### src/rtl/nand_cpu_pkg.sv
// Shared CPU ALU definitions: op encoding, multi-cycle ALU state and LI nibble width.
// Used by alu_mc (optional NAND_ALU_FLAGS_EN zero flag lives in the top).
package nand_cpu_pkg;

  // 4-bit encoding leaves room for undefined codes that the ALU must tolerate.
  typedef enum logic [3:0] {
    CL   = 4'd0,
    CP   = 4'd1,
    NAND = 4'd2,
    LS   = 4'd3,
    RS   = 4'd4,
    EQ   = 4'd5,
    NE   = 4'd6,
    LI   = 4'd7
  } ALU_OP;

  typedef enum logic [0:0] {
    IDLE  = 1'b0,
    SHIFT = 1'b1
  } alu_mc_state_e;

  localparam int LI_NIBBLE_W = 4;

endpackage

### src/rtl/alu_mc_shifter.sv
// Combinational shift step: moves acc by at most SHIFT_STEP positions per call.
module alu_mc_shifter #(
  parameter int WIDTH      = 16,
  parameter int SHIFT_STEP = 4
) (
  input  logic [WIDTH-1:0] acc,
  input  logic [WIDTH-1:0] rem,
  input  logic             dir,
  output logic [WIDTH-1:0] acc_nxt,
  output logic [WIDTH-1:0] rem_nxt,
  output logic             last
);

  localparam logic [WIDTH-1:0] STEP_V = WIDTH'(SHIFT_STEP);

  logic [WIDTH-1:0] step_s;

  // dir=1 shifts right; the final partial step consumes whatever remains.
  always_comb begin
    step_s = (rem < STEP_V) ? rem : STEP_V;
    if (dir) begin
      acc_nxt = acc >> step_s;
    end else begin
      acc_nxt = acc << step_s;
    end
    rem_nxt = rem - step_s;
    last    = (rem_nxt == {WIDTH{1'b0}});
  end

endmodule

### src/rtl/alu_mc.sv
// Multi-cycle ALU with valid/ready on both sides; shifts iterate through alu_mc_shifter.
// Define NAND_ALU_FLAGS_EN to add the registered zero flag output.
module alu_mc
  import nand_cpu_pkg::*;
#(
  parameter int WIDTH      = 16,
  parameter int SHIFT_STEP = 4
) (
  input  logic             clk,
  input  logic             rst,
  input  logic             in_valid,
  output logic             in_ready,
  input  logic [WIDTH-1:0] op0,
  input  logic [WIDTH-1:0] op1,
  input  ALU_OP            alu_op,
  output logic             out_valid,
  input  logic             out_ready,
  output logic [WIDTH-1:0] result
`ifdef NAND_ALU_FLAGS_EN
  ,
  output logic             zero
`endif
);

  localparam int               IDX_W = $clog2(WIDTH / LI_NIBBLE_W);
  localparam logic [WIDTH-1:0] W_V   = WIDTH'(WIDTH);

  alu_mc_state_e    state_r;
  logic [WIDTH-1:0] acc_r;
  logic [WIDTH-1:0] rem_r;
  logic             dir_r;
  logic [WIDTH-1:0] result_r;
  logic             out_valid_r;
`ifdef NAND_ALU_FLAGS_EN
  logic             zero_r;
`endif

  logic [WIDTH-1:0] res_s;
  logic             start_shift_s;
  logic             dir_s;
  logic [IDX_W-1:0] idx_s;
  logic             accept_s;
  logic [WIDTH-1:0] sh_acc_s;
  logic [WIDTH-1:0] sh_rem_s;
  logic             sh_last_s;

  assign in_ready  = (state_r == IDLE) && (!out_valid_r || out_ready);
  assign accept_s  = in_valid && in_ready;
  assign out_valid = out_valid_r;
  assign result    = result_r;
`ifdef NAND_ALU_FLAGS_EN
  assign zero      = zero_r;
`endif

  alu_mc_shifter #(
    .WIDTH      (WIDTH),
    .SHIFT_STEP (SHIFT_STEP)
  ) u_shifter (
    .acc     (acc_r),
    .rem     (rem_r),
    .dir     (dir_r),
    .acc_nxt (sh_acc_s),
    .rem_nxt (sh_rem_s),
    .last    (sh_last_s)
  );

  // Single-cycle result mux; shifts by 0 or >= WIDTH resolve here without iterating.
  always_comb begin
    res_s         = {WIDTH{1'b0}};
    start_shift_s = 1'b0;
    dir_s         = 1'b0;
    idx_s         = op1[LI_NIBBLE_W +: IDX_W];
    case (alu_op)
      CL:   res_s = {WIDTH{1'b0}};
      CP:   res_s = op0;
      NAND: res_s = ~(op0 & op1);
      EQ:   res_s = {{(WIDTH-1){1'b0}}, (op0 == op1)};
      NE:   res_s = {{(WIDTH-1){1'b0}}, (op0 != op1)};
      LI: begin
        for (int i = 0; i < WIDTH / LI_NIBBLE_W; i++) begin
          res_s[i*LI_NIBBLE_W +: LI_NIBBLE_W] = (idx_s == IDX_W'(i)) ?
              op1[LI_NIBBLE_W-1:0] : op0[i*LI_NIBBLE_W +: LI_NIBBLE_W];
        end
      end
      LS, RS: begin
        dir_s = (alu_op == RS);
        if (op1 == {WIDTH{1'b0}}) begin
          res_s = op0;
        end else if (op1 >= W_V) begin
          res_s = {WIDTH{1'b0}};
        end else begin
          start_shift_s = 1'b1;
        end
      end
      default: res_s = {WIDTH{1'b0}};
    endcase
  end

  // Control FSM with registered result; an accept may coincide with the output handshake.
  always_ff @(posedge clk or posedge rst) begin
    if (rst) begin
      state_r     <= IDLE;
      acc_r       <= {WIDTH{1'b0}};
      rem_r       <= {WIDTH{1'b0}};
      dir_r       <= 1'b0;
      result_r    <= {WIDTH{1'b0}};
      out_valid_r <= 1'b0;
`ifdef NAND_ALU_FLAGS_EN
      zero_r      <= 1'b0;
`endif
    end else begin
      case (state_r)
        IDLE: begin
          if (accept_s && start_shift_s) begin
            state_r     <= SHIFT;
            acc_r       <= op0;
            rem_r       <= op1;
            dir_r       <= dir_s;
            out_valid_r <= 1'b0;
          end else if (accept_s) begin
            result_r    <= res_s;
            out_valid_r <= 1'b1;
`ifdef NAND_ALU_FLAGS_EN
            zero_r      <= (res_s == {WIDTH{1'b0}});
`endif
          end else if (out_ready) begin
            out_valid_r <= 1'b0;
          end else begin
            out_valid_r <= out_valid_r;
          end
        end
        SHIFT: begin
          acc_r <= sh_acc_s;
          rem_r <= sh_rem_s;
          if (sh_last_s) begin
            result_r    <= sh_acc_s;
            out_valid_r <= 1'b1;
            state_r     <= IDLE;
`ifdef NAND_ALU_FLAGS_EN
            zero_r      <= (sh_acc_s == {WIDTH{1'b0}});
`endif
          end else begin
            state_r <= SHIFT;
          end
        end
        default: state_r <= IDLE;
      endcase
    end
  end

endmodule
### config.mk
export PLATFORM = sky130hd
export DESIGN_NAME = alu_mc
export DESIGN_NICKNAME = d
export VERILOG_FILES = /design/src/rtl/nand_cpu_pkg.sv /design/src/rtl/alu_mc_shifter.sv /design/src/rtl/alu_mc.sv
export SDC_FILE = /design/constraint.sdc
export NUM_CORES = 1
export LEC_CHECK = 0
export CAP_MARGIN = 20
export CORE_UTILIZATION = 47
export CTS_BUF_LIST = sky130_fd_sc_hd__clkbuf_8
export DETAILED_ROUTE_END_ITERATION = 6
export PLACE_DENSITY = 0.79
export SKIP_CTS_REPAIR_TIMING = 1
export SLEW_MARGIN = 20
export SYNTH_ARGS = -nofsm -noshare
export SYNTH_HDL_FRONTEND = slang
export SYNTH_SLANG_ARGS = --single-unit
### constraint.sdc
create_clock -name clk -period 3.5 [get_ports clk]
set_clock_uncertainty 0.1 [all_clocks]
set_input_delay 0.35 -clock clk [delete_from_list [all_inputs] [get_ports clk]]
set_output_delay 0.35 -clock clk [all_outputs]
set_load 0.05 [all_outputs]
==> reports/metrics.yaml, run 1 <==
logic_synthesis:
  ys_seq_area_share_pct: 28.1
  synthCells: 562
  yosysMostFrequentCell: "nand2_1"
  yosys-top-cells-count: "nand2_1, dfrtp_1, o21ai_0"
  synthMuxAreaShare_pct: 9.38
  synth_top_flop_cell: "dfrtp_1"
  synth_compound_area_share_pct: 26.7
  syn-cell-area_um2: 4550
  synth_top_family_by_area: "compound AO/OA/AOI/OAI gates"
  syn_avg_cell_area_um2: 8.09
  synth_nets: 619
  synth_edf_count: 0
  synthTopCellsByArea: "dfrtp_1, nand2_1, mux2i_1"
  yosysTopAreaCell: "dfrtp_1"
  yosysTopAreaCellShare_pct: 28.1
  synthSimpleGateAreaFrac_pct: 24.7
  synthAdderAreaFrac_pct: 4.68
  synth-xor-area-share_pct: 0.770
  async_flop_share_pct: 100
  synth-seq-cells: 51
  yosysUniqueCellTypes: 70
  yosysWarningCount: 0
clocking:
  clock_latency_ns: 0.31
  cts_num_sinks: 51
  ctsLongestPathBuffers: 2
  cts_made_buffers: 5
  cts_tree: "done"
  cts_max_level: 2
  clk_pin_slew_worst_paths_ns: 0.10
  root_buffer: "clkbuf_8"
pwr:
  power_frac_seq_pct: 41.7
  switchingPower_mw: 0.872
  ir_drop_uv: 207
  p_leak_nw: 2.11
  p_per_area_nw_per_um2: 385
  switching_share_pct: 42.0
  intPower_mw: 1.20
  pwr-share-clk_pct: 17.5
  combPwrFrac_pct: 40.7
worst_setup_path:
  path_class: "reg2reg"
  cp-start-kind: "flop"
  arrival_ns: 3.40
  end_kind: "flop"
  required_ns: 3.60
  path_max_fanout: 12
grt:
  grtUsageTotal_pct: 31.2
  antenna_found_initial: 0
  overflow: 0
  grt_pass1_wl_um: 24600
  grt_pass1_vias: 4643
  grt_max_degree: 52
sta:
  finalCriticalPeriod_ns: 3.30
  setup_viol: 0
  rsz0062_at_grt: "no"
  clock.fmax_ghz: 0.303
  tightest_slew_ns: 0.900
  hold_viol: 0
  layout_setup_ws_ns: 0.201
  post-route-period-util_pct: 94.3
  slew_headroom_pct: 40.0
  drv_slew: 0
  fin_setup_tns_ns: 0
die:
  initial_core_util_pct: 48.8
  io_pins: 58
  dieHeight_um: 100
  die_x_um: 100
  fp.dieArea_um2: 10100
  rows: 35
  core_area_um2: 9330
job:
  maxCapViolCount: 0
cells_and_area:
  syn_to_final_growth_pct: 18.5
  drive_above_1_share_pct: 10.8
  finalNetCount: 669
  antenna_cells: 0
placed_design:
  globalplace.congestion: 0.992
  portBuffers: 57
  dp_hpwl_um: 11400
  place_ws_ns: 0.252
route:
  vias: 4908
  postRouteAntennaNets: 0
  wl_per_cell_um: 20.4
  dr.pass1.iters: 7
  drt_iter0_markers: 617
  drc: 0
  avgViaCountPerCell: 6.61
  wl_um: 15100
run_status:
  outcome: "completed"
hold_path:
  hold_class: "in2async"
==> final cells by class <==
cell class,count,area (µm²)
Inverter,16,61.3
Clock buffer,6,82.6
Sequential cell,51,1280
Timing Repair Buffer,83,766
Multi-Input combinational cell,455,3030
Fill cell,846,3940
Clock inverter,2,12.5
Tap cell,129,161
==> logic make-up (layout without fill, tap and decap cells) <==
logic type / count (synthesis) / count (layout)
compound gates: 183 / 183
flops: 51 / 51
simple gates: 213 / 213
xor+xnor: 4 / 4
buf+inv: 56 / 107
fa+ha+maj: 17 / 17
other cells: 1 / 1
mux: 37 / 37
==> stage by stage <==
stage / instance area (µm²) / power, mW / cells / hold WS, ns / util [%]
6_report: 5390 / 2.08 / 742 / 0.417 / 57.8
2_1_floorplan: 4560 / 1.42 / 562 / 0.372 / -
3_3_place_gp: 5290 / 1.66 / 734 / 0.390 / 56.7
5_1_grt: 5390 / 2.19 / 742 / 0.440 / 57.8
3_5_place_dp: 5290 / 1.69 / 734 / 0.394 / 56.7
4_1_cts: 5380 / 2.06 / 742 / 0.416 / 57.7
==> routing by layer <==
layer  vias to the layer above  share of wire (%)  GRT usage [%]
met3                        50                 10           6.41
met4                         0                2.4           9.48
met1                      2315                 44           45.7
met5                         -                  0              0
li1                       2233                  -              -
met2                       310                 43           45.9
==> power by group through the flow <==
stage	logic [mW]	registers [mW]	clock network (mW)
finish	0.845	0.866	0.364
global route	0.915	0.878	0.396
CTS	0.826	0.858	0.372
detailed placement	0.822	0.870	0
global placement	0.808	0.855	0
floorplan	0.610	0.810	0
==> placed cells by master (no fill, tap or decap), types with 4 or more instances in the layout <==
cell type	count
nand2_1	61
clkdlybuf4s50_1	57
dfrtp_1	51
o21ai_0	43
a21oi_1	42
nor2_1	38
buf_4	26
mux2i_1	22
nand3_1	21
nor3_1	18
inv_1	16
ha_1	16
o211ai_1	14
a31oi_1	13
nand4_1	12
nand2b_1	10
nor4_1	10
and3_1	9
and4_1	8
o221ai_1	8
mux2_2	7
mux2_4	7
or3_1	6
clkbuf_8	6
o21a_1	5
o31ai_1	5
o221a_2	4
a311oi_1	4
a22oi_1	4
a211oi_1	4
o22ai_1	4
a211o_1	4
==> critical path: stages (launching register included) <==
cell and delay (ns):
dfrtp_1 0.54, nor4b_1 0.59, and4_1 0.46, buf_4 0.24, mux2i_1 0.26, a31oi_1 0.13, a22oi_1 0.41, o21ai_0 0.18
mux2_4 0.28
==> worst paths after layout <==
| path | startpoint | depth (start not counted) | end | slack [ns] |
|---|---|---|---|---|
| setup reg to reg | rem_r[2]$_DFFE_PP0N_ | 8 | result[6]$_DFFE_PP0P_ | 0.20 |
| setup / recovery | rem_r[2]$_DFFE_PP0N_ | 8 | result[6]$_DFFE_PP0P_ | 0.20 |
| hold reg to reg | result[3]$_DFFE_PP0P_ | 1 | result[3]$_DFFE_PP0P_ | 0.42 |
| hold / removal | rst | 2 | rem_r[8]$_DFFE_PP0N_ | 0.42 |
| min in group clk | result[3]$_DFFE_PP0P_ | 1 | result[3]$_DFFE_PP0P_ | 0.42 |
| max in group asynchronous | rst | 2 | result[7]$_DFFE_PP0P_ | 2.34 |
==> sequential cells by signal, indices dropped and copies added (netlist names) <==
signal     flops
rem_r         16
dir_r          1
result        16
state_r        1
out_valid      1
acc_r         16
Note: power is estimated with default switching activity, not from simulation.
==> run 2, diff against run 1 <==
--- a/config.mk
+++ b/config.mk
@@ -5,11 +5,12 @@
 export SDC_FILE = /design/constraint.sdc
 export NUM_CORES = 1
 export LEC_CHECK = 0
+export ABC_AREA = 1
 export CAP_MARGIN = 20
-export CORE_UTILIZATION = 47
+export CORE_UTILIZATION = 52
 export CTS_BUF_LIST = sky130_fd_sc_hd__clkbuf_8
 export DETAILED_ROUTE_END_ITERATION = 6
-export PLACE_DENSITY = 0.79
+export PLACE_DENSITY = 0.9
 export SKIP_CTS_REPAIR_TIMING = 1
 export SLEW_MARGIN = 20
 export SYNTH_ARGS = -nofsm -noshare
==> run 2 against run 1 <==
  * Die area down 11%
  * Worst hold slack worse by 0.033 ns
  * Worst setup slack improved by 0.31 ns
  * Global-route usage increased by 2.1 points
  * Critical endpoint is now result[9]$_DFFE_PP0P_
  * Largest cell class unchanged
==> reports/metrics.yaml, run 2 <==
route:
  vias: 5166  # was 4,908
  postRouteAntennaNets: 0  # unchanged
  wl_per_cell_um: 17.0  # was 20.4 µm
  dr.pass1.iters: 7  # unchanged
  drc: 0  # unchanged
  avgViaCountPerCell: 6.11  # was 6.61
  drt_iter0_markers: 643  # was 617
  wl_um: 14300  # was 15,100 µm
cells_and_area:
  seq_area_um2: 1280  # unchanged
  layout_commonest_cell: "nand2_1"  # unchanged
  syn_to_final_growth_pct: 15.9  # was 18.5%
  drive_above_1_share_pct: 5.81  # was 10.8%
  finalNetCount: 797  # was 669
  multi_input_area_um2: 2790  # was 3030 µm²
  antenna_cells: 0  # unchanged
  layout_common_cells: "nand2_1, nand3_1, o21ai_0"  # was nand2_1, clkdlybuf4s50_1, dfrtp_1
  design_area_um2: 5180  # was 5390 µm²
  fill_cells: 773  # was 846
  utilization_pct: 62.7  # was 57.8%
  final_cells: 845  # was 742
sta:
  slew_headroom_pct: 39.0  # was 40.0%
  layout_setup_ws_ns: 0.512  # was 0.201 ns
  drv_slew: 0  # unchanged
  hold_viol: 0  # unchanged
  tightest_slew_ns: 0.915  # was 0.900 ns
  setup_viol: 0  # unchanged
  whs_ns: 0.384  # was 0.417 ns
  rsz0062_at_grt: "no"  # unchanged
  post-route-period-util_pct: 85.4  # was 94.3%
  finalCriticalPeriod_ns: 2.99  # was 3.30 ns
  clock.fmax_ghz: 0.335  # was 0.303 GHz
  fin_setup_tns_ns: 0  # unchanged
grt:
  antenna_found_initial: 0  # unchanged
  grt_max_degree: 52  # unchanged
  grtUsageTotal_pct: 33.3  # was 31.2%
  grt_pass1_vias: 4748  # was 4,643
  overflow: 0  # unchanged
  grt_pass1_wl_um: 23100  # was 24,600 µm
logic_synthesis:
  synthTopCellsByArea: "dfrtp_1, nand2_1, nand3_1"  # was dfrtp_1, nand2_1, mux2i_1
  yosys-top-cells-count: "nand2_1, nand3_1, o21ai_0"  # was nand2_1, dfrtp_1, o21ai_0
  yosysTopAreaCell: "dfrtp_1"  # unchanged
  yosysTopAreaCellShare_pct: 28.6  # was 28.1%
  ys_seq_area_share_pct: 28.6  # was 28.1%
  synth_nets: 756  # was 619
  synth_edf_count: 0  # unchanged
  synthCells: 699  # was 562
  synth_top_flop_cell: "dfrtp_1"  # unchanged
  synth-seq-cells: 51  # unchanged
  async_flop_share_pct: 100  # unchanged
  syn_avg_cell_area_um2: 6.39  # was 8.09 µm²
  yosysUniqueCellTypes: 37  # was 70
  yosysWarningCount: 0  # unchanged
  yosysMostFrequentCell: "nand2_1"  # unchanged
  syn-cell-area_um2: 4470  # was 4550 µm²
die:
  die_x_um: 94.7  # was 100 µm
  initial_core_util_pct: 54.1  # was 48.8%
  io_pins: 58  # unchanged
  core_area_um2: 8260  # was 9330 µm²
  rows: 33  # was 35
  dieHeight_um: 94.7  # was 100 µm
  fp.dieArea_um2: 8960  # was 10,100 µm²
worst_setup_path:
  path_max_fanout: 19  # was 12
  cp_common_cell: "nand2_1"
  cpPeakStageDelay_ns: 0.39  # was 0.59 ns
  path_class: "reg2reg"  # unchanged
  required_ns: 3.60  # about the same
  cp-start-kind: "flop"  # unchanged
  crit_slowest_cell: "dfrtp_1"  # was nor4b_1
  end_kind: "flop"  # unchanged
  path_cells: "inv_1 > nand2_1 > nor2_2 > nand2_4 > nand2_2 > ha_1 > nor2_1 > nand2_1 > nor2_1 > nand3_1 > nor2_1 > nand2_1 > nor2_2 > nand3_2 > nand2_4 > nand2_4 > nand2_1 > nand2_1"  # was nor4b_1 > and4_1 > buf_4 > mux2i_1 > a31oi_1 > a22oi_1 > o21ai_0 > mux2_4
  arrival_ns: 3.08  # was 3.40 ns
clocking:
  clock_latency_ns: 0.31  # about the same
  cts_made_buffers: 5  # unchanged
  clk_pin_slew_worst_paths_ns: 0.09  # was 0.10 ns
  ctsLongestPathBuffers: 2  # unchanged
  cts_num_sinks: 51  # unchanged
  root_buffer: "clkbuf_8"  # unchanged
  cts_tree: "done"  # unchanged
  cts_max_level: 2  # unchanged
job:
  maxCapViolCount: 0  # unchanged
pwr:
  p_leak_nw: 2.40  # was 2.11 nW
  switchingPower_mw: 0.425  # was 0.872 mW
  switching_share_pct: 31.1  # was 42.0%
  intPower_mw: 0.940  # was 1.20 mW
  power_mw: 1.36  # was 2.08 mW
  power_frac_seq_pct: 46.6  # was 41.7%
  pwr-share-clk_pct: 29.6  # was 17.5%
  ir_drop_uv: 142  # was 207 µV
  p_per_area_nw_per_um2: 264  # was 385 nW/µm²
  combPwrFrac_pct: 23.8  # was 40.7%
placed_design:
  place_ws_ns: 0.593  # was 0.252 ns
  dp_cells: 838  # was 734
  dp_hpwl_um: 11100  # was 11,400 µm
  portBuffers: 57  # unchanged
  globalplace.congestion: 0.991  # was 0.992
  placed_cell_area_um2: 5070  # was 5290 µm²
hold_path:
  hold_class: "reg2reg"  # was in2async
run_status:
  outcome: "completed"  # unchanged
==> run 2: cell type report <==
| class | count | area share (%) |
|---|---|---|
| clock buffers | 5 | 1.33 |
| clock inverters | 2 | 0.652 |
| inverters | 65 | 4.74 |
| multi-input cells | 552 | 53.9 |
| flip-flops and latches | 51 | 24.6 |
| well taps | 105 | 2.54 |
| repair buffers | 65 | 12.2 |
==> run 2: critical path: cells and delay by family (launching register included) <==
kind / cells / cell delay (ns)
DFF: 1 / 0.39
buffers and inverters: 1 / 0.30
adders and majority gates: 1 / 0.25
and+or+nand+nor: 16 / 1.83
==> run 2: cells by family (layout without fill, tap and decap cells) <==
logic type	count (synthesis)	count (layout)	share of synthesized area [%]
buf+inv	96	137	8.91
other cells	1	1	0.0840
xor+xnor	2	2	0.392
compound gates	156	156	20.2
simple gates	376	376	37.1
flops	51	51	28.6
fa+ha+maj	17	17	4.76
==> run 2: power by group through the flow <==
stage	registers [mW]	logic, mW	clock network, mW
6_report	0.636	0.324	0.405
5_1_grt	0.638	0.354	0.427
4_1_cts	0.635	0.322	0.404
3_5_place_dp	0.647	0.321	0
3_3_place_gp	0.646	0.313	0
2_1_floorplan	0.702	0.128	0
==> run 2: path summary, 6_finish.rpt <==
path / slack [ns] / from / depth (start not counted) / endpoint
setup / recovery: 0.51 / rem_r[2]$_DFFE_PP0N_ / 18 / result[9]$_DFFE_PP0P_
hold / removal: 0.38 / result[4]$_DFFE_PP0P_ / 2 / result[4]$_DFFE_PP0P_
setup reg to reg: 0.51 / rem_r[2]$_DFFE_PP0N_ / 18 / result[9]$_DFFE_PP0P_
hold reg to reg: 0.38 / result[4]$_DFFE_PP0P_ / 2 / result[4]$_DFFE_PP0P_
max in group asynchronous: 2.33 / rst / 2 / result[2]$_DFFE_PP0P_
min in group asynchronous: 0.43 / rst / 2 / rem_r[9]$_DFFE_PP0N_
==> run 2: per-layer routing <==
layer	vias to the layer above	wire length, µm	track usage, %	share of wire (%)
met5	-	0	0	0
met4	0	294	10.1	2.1
met3	30	1550	5.15	11
met2	342	6330	50.7	44
met1	2355	6160	48.4	43
li1	2439	-	-	-
==> run 3, diff against run 2 <==
--- a/config.mk
+++ b/config.mk
@@ -9,7 +9,10 @@
 export CAP_MARGIN = 20
 export CORE_UTILIZATION = 52
 export CTS_BUF_LIST = sky130_fd_sc_hd__clkbuf_8
+export CTS_CLUSTER_DIAMETER = 30
 export DETAILED_ROUTE_END_ITERATION = 6
+export GPL_ROUTABILITY_DRIVEN = 0
+export GPL_TIMING_DRIVEN = 1
 export PLACE_DENSITY = 0.9
 export SKIP_CTS_REPAIR_TIMING = 1
 export SLEW_MARGIN = 20
==> run 3 against run 2 <==
  * Worst hold slack better by 0.0013 ns
  * First-iteration DRC count is 15% higher
  * Wire length decreased by 5.2%
  * Sequential share of layout area is essentially flat
  * Fmax down 5.0%
  * Critical endpoint is now result[4]$_DFFE_PP0P_
  * Non-clock buffer count decreased by 2
  * Die area unchanged
  * Via count up 2.1%
  * Count of clock-buffer cells in the layout unchanged
  * Flip-flop and latch count stayed put
  * Sequential power about the same
  * Largest power group unchanged
  * Critical path depth is 4 lower
==> reports/metrics.yaml, run 3 (synthesized netlist as in run 2, its figures left out) <==
run_status:
  outcome: "completed"  # unchanged
sta:
  finalCriticalPeriod_ns: 3.15  # was 2.99 ns
  whs_ns: 0.385  # was 0.384 ns
  setup_viol: 0  # unchanged
  hold_viol: 0  # unchanged
  rsz0062_at_grt: "no"  # unchanged
  layout_setup_ws_ns: 0.354  # was 0.512 ns
  clock.fmax_ghz: 0.318  # was 0.335 GHz
  drv_slew: 0  # unchanged
  post-route-period-util_pct: 89.9  # was 85.4%
  fin_setup_tns_ns: 0  # unchanged
  tightest_slew_ns: 0.884  # was 0.915 ns
  slew_headroom_pct: 41.0  # was 39.0%
pwr:
  p_leak_nw: 2.39  # was 2.40 nW
  ir_drop_uv: 192  # was 142 µV
  power_mw: 1.39  # was 1.36 mW
  p_per_area_nw_per_um2: 268  # was 264 nW/µm²
cells_and_area:
  design_area_um2: 5180  # about the same
  finalNetCount: 795  # was 797
  layout_common_cells: "nand2_1, nand3_1, o21ai_0"  # unchanged
  antenna_cells: 0  # unchanged
  syn_to_final_growth_pct: 15.9  # about the same
  layout_commonest_cell: "nand2_1"  # unchanged
  drive_above_1_share_pct: 5.82  # was 5.81%
route:
  vias: 5276  # was 5,166
  wl_um: 13600  # was 14,300 µm
  postRouteAntennaNets: 0  # unchanged
  dr.pass1.iters: 7  # unchanged
  drt_iter0_markers: 740  # was 643
  avgViaCountPerCell: 6.25  # was 6.11
  wl_per_cell_um: 16.1  # was 17.0 µm
  drc: 0  # unchanged
die:
  initial_core_util_pct: 54.1  # unchanged
  rows: 33  # unchanged
  core_area_um2: 8260  # unchanged
  io_pins: 58  # unchanged
  dieHeight_um: 94.7  # unchanged
  fp.dieArea_um2: 8960  # unchanged
  die_x_um: 94.7  # unchanged
worst_setup_path:
  required_ns: 3.64  # was 3.60 ns
  critPathBufInv: 2  # was 1
  crit_family: "simple AND/OR/NAND/NOR gates"  # unchanged
  path_max_fanout: 35  # was 19
  cpPeakStageDelay_ns: 0.40  # was 0.39 ns
  path_cells: "inv_1 > nand2_1 > nor2_2 > nand2_4 > inv_2 > nand2_2 > o21a_1 > nand2_1 > o21ai_0 > o21ai_1 > nand2_1 > nand2_1 > nand3_1 > nand2_1"  # was inv_1 > nand2_1 > nor2_2 > nand2_4 > nand2_2 > ha_1 > nor2_1 > nand2_1 > nor2_1 > nand3_1 > nor2_1 > nand2_1 > nor2_2 > nand3_2 > nand2_4 > nand2_4 > nand2_1 > nand2_1
  end_kind: "flop"  # unchanged
  reg2reg_depth: 14  # was 18
  cp_common_cell: "nand2_1"  # unchanged
  arrival_ns: 3.29  # was 3.08 ns
  crit_slowest_cell: "dfrtp_1"  # unchanged
  path_class: "reg2reg"  # unchanged
  cp.depth: 14  # was 18
  cp-start-kind: "flop"  # unchanged
clocking:
  cts_max_level: 2  # unchanged
  clock_latency_ns: 0.32  # was 0.31 ns
  clk_pin_slew_worst_paths_ns: 0.09  # about the same
  ctsLongestPathBuffers: 2  # unchanged
  cts_num_sinks: 51  # unchanged
  cts_made_buffers: 5  # unchanged
  root_buffer: "clkbuf_8"  # unchanged
  cts_tree: "done"  # unchanged
placed_design:
  portBuffers: 57  # unchanged
  place_ws_ns: 0.510  # was 0.593 ns
  dp_hpwl_um: 10400  # was 11,100 µm
  placed_cell_area_um2: 5060  # was 5070 µm²
grt:
  antenna_found_initial: 0  # unchanged
  overflow: 0  # unchanged
  grt_pass1_vias: 4624  # was 4,748
  grt_max_degree: 52  # unchanged
  grtUsageTotal_pct: 31.5  # was 33.3%
  grt_pass1_wl_um: 22200  # was 23,100 µm
hold_path:
  holdPathStages: 2  # unchanged
  hold_class: "reg2reg"  # unchanged
job:
  maxCapViolCount: 0  # unchanged
## run 3: area by class of cell
type	count	area, µm²
inverter	65	245
fill	723	3080
timing repair buffer	63	616
tap	105	131
multi-input combinational	552	2790
clock buffer	5	68.8
clock inverter	3	46.3
sequential	51	1280
## run 3: path summary, 6_finish.rpt
check                      slack (ns)                    from                endpoint
max reg2reg                      0.35    rem_r[2]$_DFFE_PP0N_   result[4]$_DFFE_PP0P_
min                              0.39  result[14]$_DFFE_PP0P_  result[14]$_DFFE_PP0P_
max in group asynchronous        2.36                     rst   result[2]$_DFFE_PP0P_
min reg2reg                      0.39  result[14]$_DFFE_PP0P_  result[14]$_DFFE_PP0P_
min in group asynchronous        0.41                     rst   acc_r[12]$_DFFE_PP0N_
max                              0.35    rem_r[2]$_DFFE_PP0N_   result[4]$_DFFE_PP0P_
## run 3: power by group
| part | internal [mW] | switching, mW | total, mW |
|---|---|---|---|
| Combinational | 0.118 | 0.205 | 0.324 |
| Sequential | 0.614 | 0.0210 | 0.635 |
| Clock | 0.216 | 0.211 | 0.426 |
| Total | 0.948 | 0.437 | 1.39 |
## run 3: metrics by stage
step                      utilization, %  std cells
after floorplan                        -        699
after global routing                62.7        844
after detailed placement            61.3        836
after CTS                           62.7        844
after global placement              61.3        836
final                               62.7        844
## run 3: tightest hold or removal path: cells and delay by family (launching register included)
kind,cells,cell delay [ns]
simple gates,2,0.10
flops,1,0.36
## run 3: per-layer routing
metal	track usage [%]	vias up	share of wire, %
met5	0	-	0
met4	11.6	0	3.2
met3	4.03	52	10
met2	47.5	366	45
met1	45.8	2418	42
li1	-	2440	-
